--- src/rtl/mem_seq_pkg.sv ---
`default_nettype none
// ============================================================================
// Module      : mem_seq_pkg
// Description : State and access-size encodings shared by mem_access_seq.
// Revision    : 1.0 - initial release
// ============================================================================
package mem_seq_pkg;

    localparam logic [1:0] IDLE = 2'd0;
    localparam logic [1:0] ADDR = 2'd1;
    localparam logic [1:0] DATA = 2'd2;
    localparam logic [1:0] DONE = 2'd3;

    localparam logic [1:0] SIZE_8  = 2'd0;
    localparam logic [1:0] SIZE_16 = 2'd1;
    localparam logic [1:0] SIZE_24 = 2'd2;
    localparam logic [1:0] SIZE_32 = 2'd3;

endpackage
`default_nettype wire

--- src/rtl/mem_access_seq.sv ---
`default_nettype none
// ============================================================================
// Module      : mem_access_seq
// Description : Splits 1-4 byte core accesses into little-endian byte cycles
//               on the 8-bit memory bus. MEM_SEQ_FAST_WRITE_EN: one-cycle
//               write bytes.
// Revision    : 1.0 - initial release
// ============================================================================
module mem_access_seq
    import mem_seq_pkg::*;
(
    input  logic        clk,
    input  logic        reset,
    input  logic        start,
    input  logic        write,
    input  logic [1:0]  size,
    input  logic [15:0] address,
    input  logic [31:0] wdata,
    output logic [31:0] rdata,
    output logic        busy,
    output logic        done,
    output logic [15:0] bus_address,
    output logic [7:0]  bus_data_out,
    input  logic [7:0]  bus_data_in,
    output logic        bus_enable,
    output logic        bus_write_enable
);

    logic [1:0]  r_state;
    logic [1:0]  w_state_next;
    logic        r_write;
    logic [1:0]  r_size;
    logic [15:0] r_base;
    logic [31:0] r_wdata;
    logic [1:0]  r_index;
    logic [31:0] r_rdata;
    logic        w_last;
    logic        w_on_bus;

    assign w_last   = (r_index == r_size);
    assign w_on_bus = (r_state == ADDR) || (r_state == DATA);

    always_comb begin
        w_state_next = r_state;
        case (r_state)
            IDLE: if (start) w_state_next = ADDR;
`ifdef MEM_SEQ_FAST_WRITE_EN
            ADDR: begin
                if (!r_write)    w_state_next = DATA;
                else if (w_last) w_state_next = DONE;
                else             w_state_next = ADDR;
            end
`else
            ADDR: w_state_next = DATA;
`endif
            DATA: w_state_next = w_last ? DONE : ADDR;
            DONE: w_state_next = IDLE;
            default: w_state_next = IDLE;
        endcase
    end

    always_ff @(posedge clk or posedge reset) begin
        if (reset) begin
            r_state <= IDLE;
            r_write <= 1'b0;
            r_size  <= SIZE_8;
            r_base  <= 16'd0;
            r_wdata <= 32'd0;
            r_index <= 2'd0;
            r_rdata <= 32'd0;
        end else begin
            r_state <= w_state_next;
            case (r_state)
                IDLE: begin
                    if (start) begin
                        r_write <= write;
                        r_size  <= size;
                        r_base  <= address;
                        r_wdata <= wdata;
                        r_index <= 2'd0;
                        if (!write) r_rdata <= 32'd0;
                    end
                end
`ifdef MEM_SEQ_FAST_WRITE_EN
                ADDR: begin
                    if (r_write && !w_last) r_index <= r_index + 2'd1;
                end
`endif
                DATA: begin
                    // Read byte was registered by the bank at the end of ADDR.
                    if (!r_write) r_rdata[{r_index, 3'b000} +: 8] <= bus_data_in;
                    if (!w_last) r_index <= r_index + 2'd1;
                end
                default: ;
            endcase
        end
    end

    // Bus signals decode from state and latched request only.
    assign bus_address      = w_on_bus ? (r_base + {14'd0, r_index}) : 16'd0;
    assign bus_data_out     = w_on_bus ? r_wdata[{r_index, 3'b000} +: 8] : 8'd0;
    assign bus_enable       = w_on_bus;
    assign bus_write_enable = (r_state == ADDR) && r_write;
    assign busy             = w_on_bus;
    assign done             = (r_state == DONE);
    assign rdata            = r_rdata;

endmodule
`default_nettype wire

--- config.mk ---
export PLATFORM = sky130hd
export DESIGN_NAME = mem_access_seq
export DESIGN_NICKNAME = d
export VERILOG_FILES = /design/src/rtl/mem_seq_pkg.sv /design/src/rtl/mem_access_seq.sv
export SDC_FILE = /design/constraint.sdc
export NUM_CORES = 1
export LEC_CHECK = 0
export ABC_AREA = 1
export BUFFER_PORTS_ARGS = -buffer_cell sky130_fd_sc_hd__buf_4
export CAP_MARGIN = 20
export CORE_MARGIN = 3
export CORE_UTILIZATION = 53
export CTS_BUF_LIST = sky130_fd_sc_hd__clkbuf_4 sky130_fd_sc_hd__clkbuf_8 sky130_fd_sc_hd__clkbuf_16
export CTS_CLUSTER_DIAMETER = 30
export DETAILED_ROUTE_END_ITERATION = 8
export GPL_TIMING_DRIVEN = 0
export HOLD_SLACK_MARGIN = 0.1
export MAX_ROUTING_LAYER = met4
export PLACE_DENSITY = 0.81
export SLEW_MARGIN = 5
export SYNTH_ARGS = -nofsm -noshare
export SYNTH_HDL_FRONTEND = slang
export SYNTH_SLANG_ARGS = --single-unit
--- constraint.sdc ---
create_clock -name clk -period 3.6 [get_ports clk]
set_clock_uncertainty 0.2 [all_clocks]
set_input_delay 0.18 -clock clk [delete_from_list [all_inputs] [get_ports clk]]
set_output_delay 0.18 -clock clk [all_outputs]
set_load 0.005 [all_outputs]
==> results.toml, run 1 <==
[synth]
synthAdderAreaFrac_pct = 3.54
yosysMostFrequentCell = "nand2_1"
yosysTopAreaCell = "dfrtp_1"
synth_common_cells = "nand2_1, dfrtp_1, nor2_1"
synth_seq_cells = 87
synth_ff_type = "dfrtp_1"
avgSynthCellArea_sq_um = 7.33
synthCells = 607
yosysWarnings = 0
synthTopCellsByArea = "dfrtp_1, nand2_1, nor2_1"
synth_top_family_by_area = "simple AND/OR/NAND/NOR gates"
synth_mux_area_share_pct = 0
synthSimpleGateAreaFrac_pct = 33.4
async_reset_ff_share_pct = 100
yosys.area.top_type_share_pct = 48.9
synth-xor-area-share_pct = 0.393
synth_enable_flop_cells = 0
seq_area_frac_synth_pct = 48.9
synth_nets = 681
netlist_area_sq_mm = 0.00445
synth_compound_area_share_pct = 7.76
synth_cell_types = 27

[route]
drt-initial-drc-count = 331
drt_pre_antenna_iters = 9
vias = 4778
route.antenna.remaining_nets = 0
wire_per_inst_microns = 15.1
drc = 1
drt-total-wl_mm = 13.7
viasPerCell = 5.26

[grt]
antenna_found_initial = 0
grt_pass1_wl_mm = 22.3
grt-ovfl-total = 0
grt_use_total_pct = 29.7
grt_max_degree = 50
grt_pass1_vias = 4772

[critical_path]
r2r_start = "r_index[0]"
arrival_ns = 2.61
start_kind = "register"
path_class = "register to primary output"
worst-r2r-cell-count = 10
crit_fanout = 9
cp-end-kind = "primary output"
regToRegSetupSlack_ns = 0.82
critical_path_required_ns = 3.22
reg2reg_to = "rdata[18]"
timing.critical_path.from = "r_index[1]"

[timing]
max_slew_margin_pct = 56.9
finalCritPeriodShare_pct = 83.0
slew_viol_final = 0
tightest_slew_ns = 0.646
fin_ws_ns = 0.613
setup_viol = 0
fin_crit_ns = 2.99
fmax_ghz = 0.335
setup_tns_ns = 0
rsz0062_at_grt = "no"
hold_viol = 0
hold_slack_ns = 0.204

[clock_network]
clk_latency_ns = 0.37
clock-root-buffer = "clkbuf_8"
htree_levels = 3
clock_path_buffers = 2
cts-buffers-inserted = 9
cts_resized = 0
cts_sinks = 87
cts_tree = "done"
clkTransAtPathRegs_ns = 0.10

[floorplan]
start_util_pct = 56.2
die_x_microns = 97.7
io_pins = 122
core_area_sq_mm = 0.00793
die_h_microns = 97.7
num_rows = 32
die-area_sq_mm = 0.00954

[power_and_ir_drop]
power_mw = 4.17
vdd.ir_drop.worst_v = 0.000442
seq_power_share_pct = 37.7
power.density_mw_per_mm2 = 660
p_sw_share_pct = 43.3
power_frac_comb_pct = 46.6
pwr-share-clk_pct = 15.7
p_int_mw = 2.36
power.leakage_nw = 3.36
p_sw_mw = 1.80

[status]
failed_checks = "design-rule violations"
status = "finished, violations left"

[layout]
nNetsFinal = 875
drive_gt1_share_pct = 20.3
synthToLayoutAreaGrowth_pct = 41.8
n_fill_cell = 524
n_antenna_cell = 0
final_cell_area_sq_mm = 0.00631

[placed_design]
place_area_sq_mm = 0.00552
port_buffers = 121
dp_hpwl_mm = 9.11
place.gp.congestion = 0.972
preCtsSetupSlack_ns = 0.919

[worst_hold_path]
min_path_type = "input pin to async pin"

[job]
cap_violations = 0
through the flow:
stage | utilization [%] | std cells
2_1_floorplan | - | 607
3_3_place_gp | 69.2 | 830
3_5_place_dp | 69.6 | 831
4_1_cts | 79.6 | 908
5_1_grt | 79.6 | 908
6_report | 79.6 | 908
cells by family after synthesis:
logic type,Yosys count
adders and majority gates,12
buffers and inverters,68
AOI/OAI and AO/OA,61
DFF,87
xor gates and xnor gates,2
and+or+nand+nor,377
power by group through the flow:
stage	registers (mW)	clock network [mW]	logic, mW
floorplan	1.49	0	1.12
global placement	1.56	0	1.78
detailed placement	1.57	0	1.84
CTS	1.56	0.658	1.91
global route	1.60	0.690	2.16
finish	1.57	0.652	1.94
cell usage in the layout, fill, tap and decap left out, drive strengths merged, types with 9 or more instances in the layout:
| master | Yosys | final |
|---|---|---|
| a21oi | 13 | 13 |
| nand3 | 11 | 11 |
| dlygate4sd3 | 0 | 61 |
| nand4 | 9 | 9 |
| dfrtp | 87 | 87 |
| nor2 | 80 | 80 |
| clkbuf | 17 | 27 |
| inv | 46 | 49 |
| buf | 5 | 127 |
| o21ai | 42 | 42 |
| nand2 | 268 | 268 |
| ha | 11 | 11 |
final cells by class:
cell class | instances | area, sq um | area share (%)
sequential | 87 | 2180 | 34.5
multi-input combinational | 452 | 2010 | 31.8
timing repair buffer | 183 | 1550 | 24.5
inverter | 46 | 175 | 2.78
clock buffer | 10 | 131 | 2.08
tap | 102 | 128 | 2.02
buffer | 22 | 93.8 | 1.49
clock inverter | 6 | 52.6 | 0.833
worst max path at each step:
stage / to / slack, ns / cells past startpoint
2_1_floorplan: r_base[0] / 0.97 / 1
3_3_place_gp: r_wdata[10] / 0.06 / 2
3_5_place_dp: rdata[16] / 0.92 / 10
4_1_cts: bus_address[6] / 0.66 / 8
5_1_grt: bus_address[6] / 0.41 / 8
6_report: bus_address[6] / 0.61 / 8
metal layers:
layer | global-route usage, % | wire length (microns)
met5 | - | 0
met1 | 35.3 | 5420
met4 | 8.73 | 251
met3 | 3.88 | 911
met2 | 52.9 | 7100
what timing repair did:
action,4_1_cts,5_1_grt
hold buffers,61,0
endpoints found under the hold margin,172,0
buffers inserted,0,0
worst max-delay path, stage by stage (launching register included):
cell and delay, ns:
dfrtp_1 0.57, inv_1 0.28, fa_1 0.45, inv_1 0.08
nand2_1 0.07, nor2_1 0.35, o21ai_0 0.15, a21oi_1 0.16
buf_4 0.13
registers in the layout (all words and copies together), names as in the netlist:
| name | flops |
|---|---|
| r_wdata | 32 |
| r_base | 16 |
| r_state | 2 |
| r_write | 1 |
| r_index | 2 |
| rdata | 32 |
| r_size | 2 |
Power figures use the tool's default switching activity.
==> inputs of run 2 (changes only) <==
--- a/config.mk
+++ b/config.mk
@@ -9,14 +9,14 @@
 export BUFFER_PORTS_ARGS = -buffer_cell sky130_fd_sc_hd__buf_4
 export CAP_MARGIN = 20
 export CORE_MARGIN = 3
-export CORE_UTILIZATION = 53
+export CORE_UTILIZATION = 48
 export CTS_BUF_LIST = sky130_fd_sc_hd__clkbuf_4 sky130_fd_sc_hd__clkbuf_8 sky130_fd_sc_hd__clkbuf_16
 export CTS_CLUSTER_DIAMETER = 30
 export DETAILED_ROUTE_END_ITERATION = 8
 export GPL_TIMING_DRIVEN = 0
 export HOLD_SLACK_MARGIN = 0.1
 export MAX_ROUTING_LAYER = met4
-export PLACE_DENSITY = 0.81
+export PLACE_DENSITY = 0.77
 export SLEW_MARGIN = 5
 export SYNTH_ARGS = -nofsm -noshare
 export SYNTH_HDL_FRONTEND = slang
==> constraint.sdc (replaced) <==
create_clock -name clk -period 2.5 [get_ports clk]
set_clock_uncertainty 0.2 [all_clocks]
set_input_delay 0.125 -clock clk [delete_from_list [all_inputs] [get_ports clk]]
set_output_delay 0.125 -clock clk [all_outputs]
set_load 0.005 [all_outputs]
==> results.toml, run 2 (synthesized netlist as in run 1, its figures left out) <==
[status]
status = "complete, no violations"

[job]
cap_violations = 0

[layout]
regArea_sq_mm = 0.00218
nNetsFinal = 884
n_fill_cell = 709
drive_gt1_share_pct = 23.4
final_util_pct = 73.0
multi_input_area_sq_mm = 0.00205
n_antenna_cell = 0
synthToLayoutAreaGrowth_pct = 45.2
final_common_cell = "nand2_1"
final_cell_mix = "nand2_1, buf_4, dfrtp_1, nor2_1, dlygate4sd3_1"

[grt]
use_met1_pct = 30.4
antenna_found_initial = 0
grt-ovfl-total = 0
grt_pass1_vias = 4730
grt_use_total_pct = 26.1
grt_pass1_wl_mm = 20.9
busiest_layer = "met2"
grtUsageMet3_pct = 3.28
grt_use_met2_pct = 45.2
grt_max_degree = 41

[clock_network]
htree_levels = 3
clk_latency_ns = 0.36
cts_sinks = 87
clock-root-buffer = "clkbuf_8"
clock_path_buffers = 2
cts-buffers-inserted = 9
cts_tree = "done"
clkTransAtPathRegs_ns = 0.10

[placed_design]
dp_hpwl_mm = 8.78
preCtsSetupSlack_ns = -0.217
place.gp.congestion = 0.921
port_buffers = 121

[power_and_ir_drop]
seq_power_share_pct = 37.2
vdd.ir_drop.worst_v = 0.000502
power.density_mw_per_mm2 = 933
power_mw = 6.03
p_sw_share_pct = 42.3
power_frac_comb_pct = 47.3
p_int_mw = 3.48
power.leakage_nw = 3.42
pwr-share-clk_pct = 15.6
p_sw_mw = 2.55

[timing]
setup_viol = 0
fin_ws_ns = 0.0380
tightest_slew_ns = 0.569
max_slew_margin_pct = 62.0
slew_viol_final = 0
finalCritPeriodShare_pct = 98.5
hold_viol = 0
fin_crit_ns = 2.46
fmax_ghz = 0.406
hold_slack_ns = 0.169

[route]
drt-total-wl_mm = 13.1
route.antenna.remaining_nets = 0
wire_per_inst_microns = 14.2
viasPerCell = 5.10
drt_pre_antenna_iters = 5
drc = 0
vias = 4711
drt-initial-drc-count = 236

[floorplan]
die-area_sq_mm = 0.0105
die_x_microns = 102
core_area_sq_mm = 0.00885
num_rows = 34
die_h_microns = 102
start_util_pct = 50.3
io_pins = 122

[critical_path]
crit_fanout = 4
start_kind = "register"
arrival_ns = 2.14
critPathMostFrequentCell = "inv_2"
crit_chain = "ha_2, inv_2, fa_2, inv_2, nand2_4, nor2_4, nand2_1, xor2_1, nor2_1, buf_4"
slowest_stage = "dfrtp_1"
path_class = "register to primary output"
cp-end-kind = "primary output"
cp_slowest_stage_delay_ns = 0.42
critical_path_required_ns = 2.17

[worst_hold_path]
min_path_type = "input pin to async pin"
run 2: cell count changes in the layout (fill, tap and decap cells not counted), moves of 3 or more:
cell,delta
buf_12,+3
inv_2,+4
buf_4,+7
nor2_1,-3
inv_1,-5
clkbuf_1,-4
clkbuf_2,+3
run 2: routing by layer:
metal	vias up	wire [microns]
li1	2286	-
met1	2189	5210
met2	199	6690
met3	37	814
met4	0	348
met5	-	0
run 2: through the flow:
step | cell area, sq um | setup TNS (ns) | std cells
global route | 6460 | -0.0659 | 923
finish | 6460 | 0 | 923
floorplan | 4460 | 0 | 607
global placement | 5500 | -2.01 | 836
CTS | 6370 | 0 | 916
detailed placement | 5540 | -3.31 | 838
run 2: worst paths after layout:
check	start	endpoint	slack, ns	cells past startpoint
max reg2reg	r_index[0]	rdata[27]	0.19	11
max	r_index[0]	bus_address[8]	0.04	10
min reg2reg	rdata[26]	rdata[26]	0.29	2
min in group clk	rdata[26]	rdata[26]	0.29	2
max in group asynchronous	reset	r_wdata[15]	1.34	4
min	reset	rdata[27]	0.17	3
run 2: final cells by class:
type	instances	area share, %
flip-flops and latches	87	33.7
well taps	108	2.09
clock buffers	11	2.25
multi-input cells	452	31.7
plain buffers	22	1.61
inverters	46	2.79
clock inverters	5	0.639
repair buffers	192	25.2
run 2: worst max-delay path, delay by kind of cell, from the launching register on:
kind | cells | cell delay (ns)
AND/OR/NAND/NOR | 4 | 0.40
adder cells (fa/ha/maj) | 2 | 0.55
flip-flops | 1 | 0.42
XOR/XNOR | 1 | 0.15
buffers and inverters | 3 | 0.26
run 2: power groups by stage:
stage | clock (mW) | sequential (mW) | combinational (mW)
finish | 0.940 | 2.24 | 2.85
detailed placement | 0 | 2.23 | 2.64
floorplan | 0 | 2.15 | 1.62
global route | 1.01 | 2.29 | 3.20
global placement | 0 | 2.22 | 2.55
CTS | 0.954 | 2.22 | 2.75
run 2: timing repair:
action                                 CTS  global route
pin swaps                                1             5
gates resized for setup                 10            16
endpoints found under the hold margin  172             0
setup endpoints to repair               46            47
hold buffers                            61             0
setup buffers                            1             7
==> inputs of run 3 (changes only) <==
--- a/config.mk
+++ b/config.mk
@@ -15,7 +15,6 @@
 export DETAILED_ROUTE_END_ITERATION = 8
 export GPL_TIMING_DRIVEN = 0
 export HOLD_SLACK_MARGIN = 0.1
-export MAX_ROUTING_LAYER = met4
 export PLACE_DENSITY = 0.77
 export SLEW_MARGIN = 5
 export SYNTH_ARGS = -nofsm -noshare
==> results.toml, run 3 (synthesized netlist as in run 1, its figures left out) <==
[clock_network]
cts_sinks = 87
cts-buffers-inserted = 9
htree_levels = 3
clkTransAtPathRegs_ns = 0.09
clock_path_buffers = 2
clk_latency_ns = 0.37
cts_tree = "done"
clock-root-buffer = "clkbuf_8"

[route]
drc = 0
wire_per_inst_microns = 14.2
drt_pre_antenna_iters = 6
drt-total-wl_mm = 13.1
route.antenna.remaining_nets = 0
drt-initial-drc-count = 234
viasPerCell = 5.12
vias = 4728

[critical_path]
reg2reg_to = "rdata[27]"
critical_path_required_ns = 2.17
path_class = "register to primary output"
cp_slowest_stage_delay_ns = 0.43
timing.critical_path.from = "r_index[0]"
cp-end-kind = "primary output"
crit_chain = "ha_2, inv_2, fa_2, inv_2, nand2_4, nor2_4, nand2_1, xor2_1, nor2_1, buf_4"
critPathMostFrequentCell = "inv_2"
endpoint = "bus_address[8]"
slowest_stage = "dfrtp_1"
cp.depth = 10
start_kind = "register"
critPathBufInv = 3
crit_fanout = 4
r2r_start = "r_index[0]"
crit_family = "adder cells"
worst-r2r-cell-count = 11
arrival_ns = 2.16
regToRegSetupSlack_ns = 0.17

[placed_design]
preCtsSetupSlack_ns = -0.217
port_buffers = 121
place.gp.congestion = 0.905
dp_hpwl_mm = 8.78
place_area_sq_mm = 0.00554
dp.cells = 838

[floorplan]
start_util_pct = 50.3
die-area_sq_mm = 0.0105
die_h_microns = 102
io_pins = 122
num_rows = 34
die_x_microns = 102
core_area_sq_mm = 0.00885

[grt]
antenna_found_initial = 0
grt_use_total_pct = 25.3
grt_max_degree = 41
grt_pass1_vias = 4743
grt_pass1_wl_mm = 20.9
grt-ovfl-total = 0

[timing]
fin_crit_ns = 2.49
fin_ws_ns = 0.0136
fmax_ghz = 0.402
slew_viol_final = 0
finalCritPeriodShare_pct = 99.5
setup_tns_ns = 0
hold_viol = 0
tightest_slew_ns = 0.564
max_slew_margin_pct = 62.3
setup_viol = 0

[job]
cap_violations = 0

[layout]
fin_cells = 924
drive_gt1_share_pct = 23.4
nNetsFinal = 885
final_cell_mix = "nand2_1, buf_4, dfrtp_1, nor2_1, dlygate4sd3_1"
n_antenna_cell = 0
synthToLayoutAreaGrowth_pct = 45.3
final_cell_area_sq_mm = 0.00647
final_common_cell = "nand2_1"

[worst_hold_path]
min_path_type = "input pin to async pin"

[status]
status = "complete, no violations"

[power_and_ir_drop]
vdd.ir_drop.worst_v = 0.000505
power.leakage_nw = 3.42
power.density_mw_per_mm2 = 935
==> run 3: cell types whose count changed in the layout (fill, tap and decap cells not counted), sizes merged <==
cell	change
buf	+1
==> run 3: per-stage QoR <==
stage	power (mW)	util, %	hold slack [ns]
3_3_place_gp	4.77	62.1	0.119
2_1_floorplan	3.76	-	0.0346
5_1_grt	6.50	73.1	0.219
4_1_cts	5.93	72.0	0.177
3_5_place_dp	4.88	62.6	0.0176
6_report	6.05	73.1	0.163
==> run 3: worst min-delay path, cell delays in order <==
cell	delay, ns
dlygate4sd3_1	0.53
buf_4	0.14
clkinvlp_4	0.38
==> run 3: timing repair <==
action                                  in CTS  in global routing
buffers inserted                             1                  8
pin swaps                                    1                  4
hold buffers                                61                  0
endpoints found under the hold margin      172                  0
gates resized for setup                     10                 15
endpoints found under the setup margin      46                 47
==> run 3: worst min path at each step <==
stage / startpoint / to / slack [ns] / cells after the start
2_1_floorplan: address[0] / r_base[0] / 0.03 / 2
3_3_place_gp: address[10] / r_base[10] / 0.12 / 3
3_5_place_dp: reset / rdata[27] / 0.02 / 2
4_1_cts: reset / rdata[27] / 0.18 / 3
5_1_grt: reset / rdata[27] / 0.22 / 3
6_report: reset / rdata[27] / 0.16 / 3
==> run 3: layout make-up <==
| cell class | instances | area, sq um |
|---|---|---|
| well taps | 108 | 135 |
| inverters | 46 | 180 |
| plain buffers | 22 | 104 |
| flip-flops and latches | 87 | 2180 |
| clock buffers | 11 | 145 |
| clock inverters | 5 | 41.3 |
| multi-input cells | 452 | 2040 |
| repair buffers | 193 | 1640 |
| fillers | 712 | 2380 |
==> run 3: per-layer routing <==
metal,wire length [microns],part of all wire (%),up-vias,GRT usage [%]
li1,-,-,2287,-
met1,5320,41,2210,29.9
met2,6700,51,204,45.5
met3,787,6.0,27,3.55
met4,278,2.1,0,11.3
met5,0,0,-,0
==> run 3: report_power, final <==
| part | total (mW) | internal [mW] | switching (mW) | leakage (nW) |
|---|---|---|---|---|
| logic | 2.87 | 1.20 | 1.67 | 2.21 |
| registers | 2.24 | 1.88 | 0.362 | 1.13 |
| clock network | 0.943 | 0.407 | 0.537 | 0.0896 |
